`config.mk`:
```
export PLATFORM = sky130hd
export DESIGN_NAME = add_fold_accu
export DESIGN_NICKNAME = d
export VERILOG_FILES = /design/src/rtl/mvu_pkg.sv /design/src/rtl/add_fold_accu.sv
export SDC_FILE = /design/constraint.sdc
export NUM_CORES = 1
export LEC_CHECK = 0
export BUFFER_PORTS_ARGS = -buffer_cell sky130_fd_sc_hd__buf_2
export CAP_MARGIN = 20
export CORE_MARGIN = 5
export CORE_UTILIZATION = 55
export DETAILED_ROUTE_END_ITERATION = 6
export GPL_TIMING_DRIVEN = 0
export HOLD_SLACK_MARGIN = 0.02
export PLACE_DENSITY_LB_ADDON = 0.1
export RECOVER_POWER = 25
export SYNTH_ARGS = -nofsm -noshare
export SYNTH_HDL_FRONTEND = slang
export SYNTH_SLANG_ARGS = --single-unit
```
`constraint.sdc`:
```
create_clock -name clk -period 5.45 [get_ports clk]
set_input_delay 0.8175 -clock clk [delete_from_list [all_inputs] [get_ports clk]]
set_output_delay 0.8175 -clock clk [all_outputs]
set_load 0.05 [all_outputs]
```
`src/rtl/mvu_pkg.sv`:
```
// Shared width helpers for the MVU datapath (adder tree and fold accumulator).
package mvu_pkg;

    typedef enum logic {
        FOLD_ACCU = 1'b0,
        FOLD_FULL = 1'b1
    } fold_state_e;

    function automatic int sumwidth(input int n_in, input int in_width);
        return in_width + $clog2(n_in);
    endfunction

    function automatic int foldwidth(input int n_fold, input int part_width);
        return part_width + $clog2(n_fold);
    endfunction

    // N_FOLD==1 still needs a 1-bit counter to keep declarations legal.
    function automatic int cntwidth(input int n_fold);
        return (n_fold > 1) ? $clog2(n_fold) : 1;
    endfunction

endpackage

```
`src/rtl/add_fold_accu.sv`:
```
// Fold accumulator: sums N_FOLD consecutive partial sums per PE lane and
// presents the completed dot products on a valid/ready output.
module add_fold_accu
    import mvu_pkg::*;
#(
    parameter int PE          = 2,
    parameter int N_FOLD      = 4,
    parameter int PART_WIDTH  = 16,
    parameter int PART_SIGNED = 1,
    localparam int ACCU_WIDTH = foldwidth(N_FOLD, PART_WIDTH)
) (
    input  logic                  clk,
    input  logic                  rst_n,
    input  logic                  ivld,
    output logic                  irdy,
    input  logic [PART_WIDTH-1:0] idat [PE],
    output logic                  ovld,
    input  logic                  ordy,
    output logic [ACCU_WIDTH-1:0] odat [PE]
);

    localparam int               CNT_W    = cntwidth(N_FOLD);
    localparam logic [CNT_W-1:0] CNT_LAST = CNT_W'(N_FOLD - 1);

    fold_state_e      state_r;
    fold_state_e      state_nxt_s;
    logic [CNT_W-1:0] cnt_r;
    logic [CNT_W-1:0] cnt_nxt_s;
    logic             xfer_in_s;
    logic             xfer_out_s;
    logic             fold_first_s;
    logic             fold_last_s;

    // A pending result only blocks input while the consumer is not taking it.
    assign ovld         = (state_r == FOLD_FULL);
    assign irdy         = (state_r == FOLD_ACCU) || ordy;
    assign xfer_in_s    = ivld && irdy;
    assign xfer_out_s   = ovld && ordy;
    assign fold_first_s = (cnt_r == '0);
    assign fold_last_s  = (cnt_r == CNT_LAST);

    // Next-state: a final beat (re)arms FULL even when the old result leaves this cycle.
    always_comb begin
        state_nxt_s = state_r;
        case (state_r)
            FOLD_ACCU: begin
                if (xfer_in_s && fold_last_s) begin
                    state_nxt_s = FOLD_FULL;
                end else begin
                    state_nxt_s = FOLD_ACCU;
                end
            end
            FOLD_FULL: begin
                if (xfer_out_s && !(xfer_in_s && fold_last_s)) begin
                    state_nxt_s = FOLD_ACCU;
                end else begin
                    state_nxt_s = FOLD_FULL;
                end
            end
            default: state_nxt_s = FOLD_ACCU;
        endcase
    end

    // Fold counter advance and wrap.
    always_comb begin
        cnt_nxt_s = cnt_r;
        if (xfer_in_s) begin
            if (fold_last_s) begin
                cnt_nxt_s = '0;
            end else begin
                cnt_nxt_s = cnt_r + CNT_W'(1);
            end
        end else begin
            cnt_nxt_s = cnt_r;
        end
    end

    // Shared control registers.
    always_ff @(posedge clk or negedge rst_n) begin
        if (!rst_n) begin
            state_r <= FOLD_ACCU;
            cnt_r   <= '0;
        end else begin
            state_r <= state_nxt_s;
            cnt_r   <= cnt_nxt_s;
        end
    end

    for (genvar p = 0; p < PE; p++) begin : g_lane
        logic [ACCU_WIDTH-1:0] ext_s;
        logic [ACCU_WIDTH-1:0] acc_nxt_s;
        logic [ACCU_WIDTH-1:0] acc_r;

        if (PART_SIGNED != 0) begin : g_sext
            assign ext_s = ACCU_WIDTH'(signed'(idat[p]));
        end else begin : g_zext
            assign ext_s = ACCU_WIDTH'(idat[p]);
        end

        // First beat of a fold overwrites, later beats add (modulo 2^ACCU_WIDTH).
        always_comb begin
            acc_nxt_s = acc_r;
            if (!xfer_in_s) begin
                acc_nxt_s = acc_r;
            end else if (fold_first_s) begin
                acc_nxt_s = ext_s;
            end else begin
                acc_nxt_s = acc_r + ext_s;
            end
        end

        // Lane accumulator register.
        always_ff @(posedge clk or negedge rst_n) begin
            if (!rst_n) begin
                acc_r <= '0;
            end else begin
                acc_r <= acc_nxt_s;
            end
        end

        assign odat[p] = acc_r;
    end

endmodule
```
==> key figures <==
Run status
  – Status: finished, violations left
  – Failing checks: capacitance limit, slew limit

Clocking
  – Hold_buf cts: 0
  – Sink Count: 39
  – H-tree levels: 2
  – Post-CTS Resized: 0
  – Clock Latency Late Sink: approximately 0.3 ns
  – Num CTS Buffers: 5
  – Clock buffer depth: 2
  – Clock root buffer master: clkbuf_8
  – Post-CTS setup buffer count: 0
  – Clock transition at path regs: ~0.09 ns
  – CTS tree: yes

Routing
  – Final wirelength: around 8300 µm
  – Routed len/inst: 15.58 µm
  – Vias: approximately 3000
  – Drt initial violations: 150
  – Post-route DRC: 0
  – Final ANT Viol Nets: 0
  – Drt pass-1 iters: 5
  – Vias per cell: 5.747

Global routing
  – Pin count of the biggest net entering global routing: 40
  – First-pass GRT wire length: between 10000 and 15000 µm
  – Vias in the first global route: roughly 3000
  – GRT Total Usage: between 20% and 30%
  – Initial antenna violation count: 0
  – Overflow after GRT: 0

Finish
  – Design Area, Final: roughly 3800 µm²
  – Area grow syn2layout: 17.75%
  – Share of layout cells above drive strength 1: 19.05%
  – Final net count: 535
  – Ant. Diodes: 0
  – Fillers: 515

Yosys
  – YS warnings: 0
  – Seq/Total Area, Yosys: a little under a third
  – Syn avg cell area: around 8.5 µm²
  – Library cells used by synthesis: 47
  – Top FF cell, synth: dfrtp_1
  – Synthesized flop and latch total: 39
  – Post-Synthesis Net Count: roughly 460
  – Post-Syn Area: approximately 3200 µm²
  – Cells after synthesis: about 380
  – EDFF count, synth: 0
  – Asr flop ratio synth: 100.0%

Placed design
  – Placed Area: ~3700 µm²
  – HPWL after DPL: between 6000 and 7000 µm
  – GP Congestion: between 0.8 and 0.9
  – # port buffers: between 70 and 80

Critical path
  – Critical R2R Capture: g_lane[1].acc_r[16]
  – Crit start category: primary input
  – Largest delay share family, worst path: compound AO/OA/AOI/OAI gates
  – Worst path required time: 5.63 ns
  – Slowest cell delay on critical path: about 0.44 ns
  – Arrival time at the worst endpoint: 3.06 ns
  – CP endpoint kind: flip-flop
  – Reg2Reg Depth: 10
  – Critical path's most frequent cell: o21ai_1
  – Critical path's slowest cell: fa_1
  – FF-to-FF setup slack: 2.79 ns
  – Crit path max fanout: 3
  – Buffers & Inverters on Critical Path: 1
  – Setup CP Type: primary input to flip-flop
  – Worst flop-to-flop path startpoint: g_lane[1].acc_r[0]
  – CP Cell Sequence: buf_2, ha_1, fa_1, a211oi_2, o211ai_1, a21boi_2, o21ai_1, a21o_1, a221oi_2, xor2_1, o21ai_1

STA
  – Fin Hold WS: 0.5159 ns
  – Min Tclk post-route: 2.882 ns
  – Hold Vio Cnt, Final: 0
  – Crit share post-route: ~53%
  – F_max: around 350 MHz
  – Pins over their slew limit: 40
  – Slew HR: -43.53%
  – Setup_tns: 0 ns
  – Skew final: just under 0.01 ns
  – Finish-stage setup viols: 0
  – Unrepaired setup endpoints after global routing: no
  – Worst slew pin tran: 2.153 ns

Min path
  – HP Class: flip-flop to flip-flop
  – Hold_sp: g_lane[0].acc_r[3]
  – Hold Path Cell Cnt: 2
  – Hold endpoint: g_lane[0].acc_r[3]

Floorplan
  – Die area: approximately 7500 µm²
  – Ports: 74
  – Die X-Extent: ~87 µm
  – Die Ht: 86.52 µm
  – Initial Utilization: between 50% and 60%
  – Core box area: ~5600 µm²
  – Row Count: 27

Run
  – Maximum capacitance violations: 1
[worst max-delay path by stage]
| stage | from | to | cells past startpoint |
|---|---|---|---|
| 6_report | idat[0] | g_lane[1].acc_r[16] | 11 |
| 5_1_grt | idat[0] | g_lane[1].acc_r[16] | 11 |
| 4_1_cts | idat[0] | g_lane[1].acc_r[16] | 11 |
| 3_5_place_dp | idat[0] | g_lane[1].acc_r[16] | 11 |
| 3_3_place_gp | idat[0] | g_lane[1].acc_r[16] | 11 |
| 2_1_floorplan | idat[0] | g_lane[1].acc_r[16] | 10 |
[final cells by class]
type / instances / area, µm² / share of cell area [%]
repair buffers: 73 / 364.1 / 9.601
plain buffers: 14 / 52.55 / 1.386
well taps: 72 / 90.09 / 2.375
clock buffers: 6 / 82.58 / 2.177
multi-input cells: 318 / 2155 / 56.81
clock inverters: 2 / 35.03 / 0.9238
flip-flops and latches: 39 / 975.9 / 25.73
inverters: 10 / 37.54 / 0.9898
[layer usage]
layer	up-vias	share of wire [%]	global-route usage (%)
li1	1535	-	-
met1	1427	47	30.88
met2	95	45	38.04
met3	12	6.6	4.278
met4	0	1.5	7.507
met5	-	0	0
[state kept, by name, summed over array words and instances, names as in the netlist]
name / flops
g_lane.acc_r: 36
ovld: 1
cnt_r: 2
[layout by cell type, fill, tap and decap left out, drive strengths merged, types with 3 or more instances in the layout]
| master | instances |
|---|---|
| o211ai | 8 |
| a211o | 3 |
| clkbuf | 19 |
| a21o | 16 |
| nand2 | 50 |
| mux2i | 11 |
| dfrtp | 39 |
| a211oi | 4 |
| xor2 | 17 |
| ha | 36 |
| nor3 | 3 |
| and2 | 3 |
| a31oi | 4 |
| buf | 74 |
| nor2 | 27 |
| inv | 9 |
| xnor2 | 10 |
| o21ai | 38 |
| nand3 | 11 |
| nand2b | 4 |
| a21oi | 40 |
| o21a | 4 |
[cell usage after synthesis, types with 3 or more instances]
master    instances  share of area, %
a21oi_1          40               6.2
ha_1             36                14
xnor2_1          10               2.7
nand2_1          50               5.8
nor3_1            3              0.47
mux2i_1          11               3.4
nand3_1          11               1.7
nand2b_1          4              0.78
o21ai_0          28               4.4
a211oi_1          3              0.70
o21ai_1           9               1.4
inv_1             9               1.0
and2_1            3              0.58
a211o_1           3              0.82
a21o_1           16               3.7
o211ai_1          7               1.6
xor2_1           17               4.6
nor2_1           27               3.1
o21a_1            4              0.93
a31oi_1           4              0.78
dfrtp_1          39                30
clkbuf_1         12               1.4
[worst min-delay path: stages, from the launching register on]
cell and delay [ns]:
dfrtp_1 0.37, nand2_1 0.05, o21ai_0 0.06
[per-stage QoR]
| stage | cells | util, % | setup slack [ns] |
|---|---|---|---|
| 6_report | 534 | 67.63 | 2.568 |
| 5_1_grt | 534 | 67.63 | 2.442 |
| 4_1_cts | 534 | 67.65 | 2.582 |
| 3_5_place_dp | 526 | 65.55 | 2.287 |
| 3_3_place_gp | 526 | 65.55 | 2.294 |
| 2_1_floorplan | 381 | - | 2.600 |
[kinds of logic after synthesis]
logic type	after synthesis	synth area share, %
XOR/XNOR	27	7.342
buffers and inverters	24	2.797
flip-flops	39	30.30
AND/OR/NAND/NOR	110	14.92
AO/OA/AOI/OAI	132	25.99
multiplexers	11	3.419
adder cells (fa/ha/maj)	38	15.23
Power is left out: the tool's default activity adds up to more than one toggle a clock period on the data nets, which glitch-free logic cannot reach.
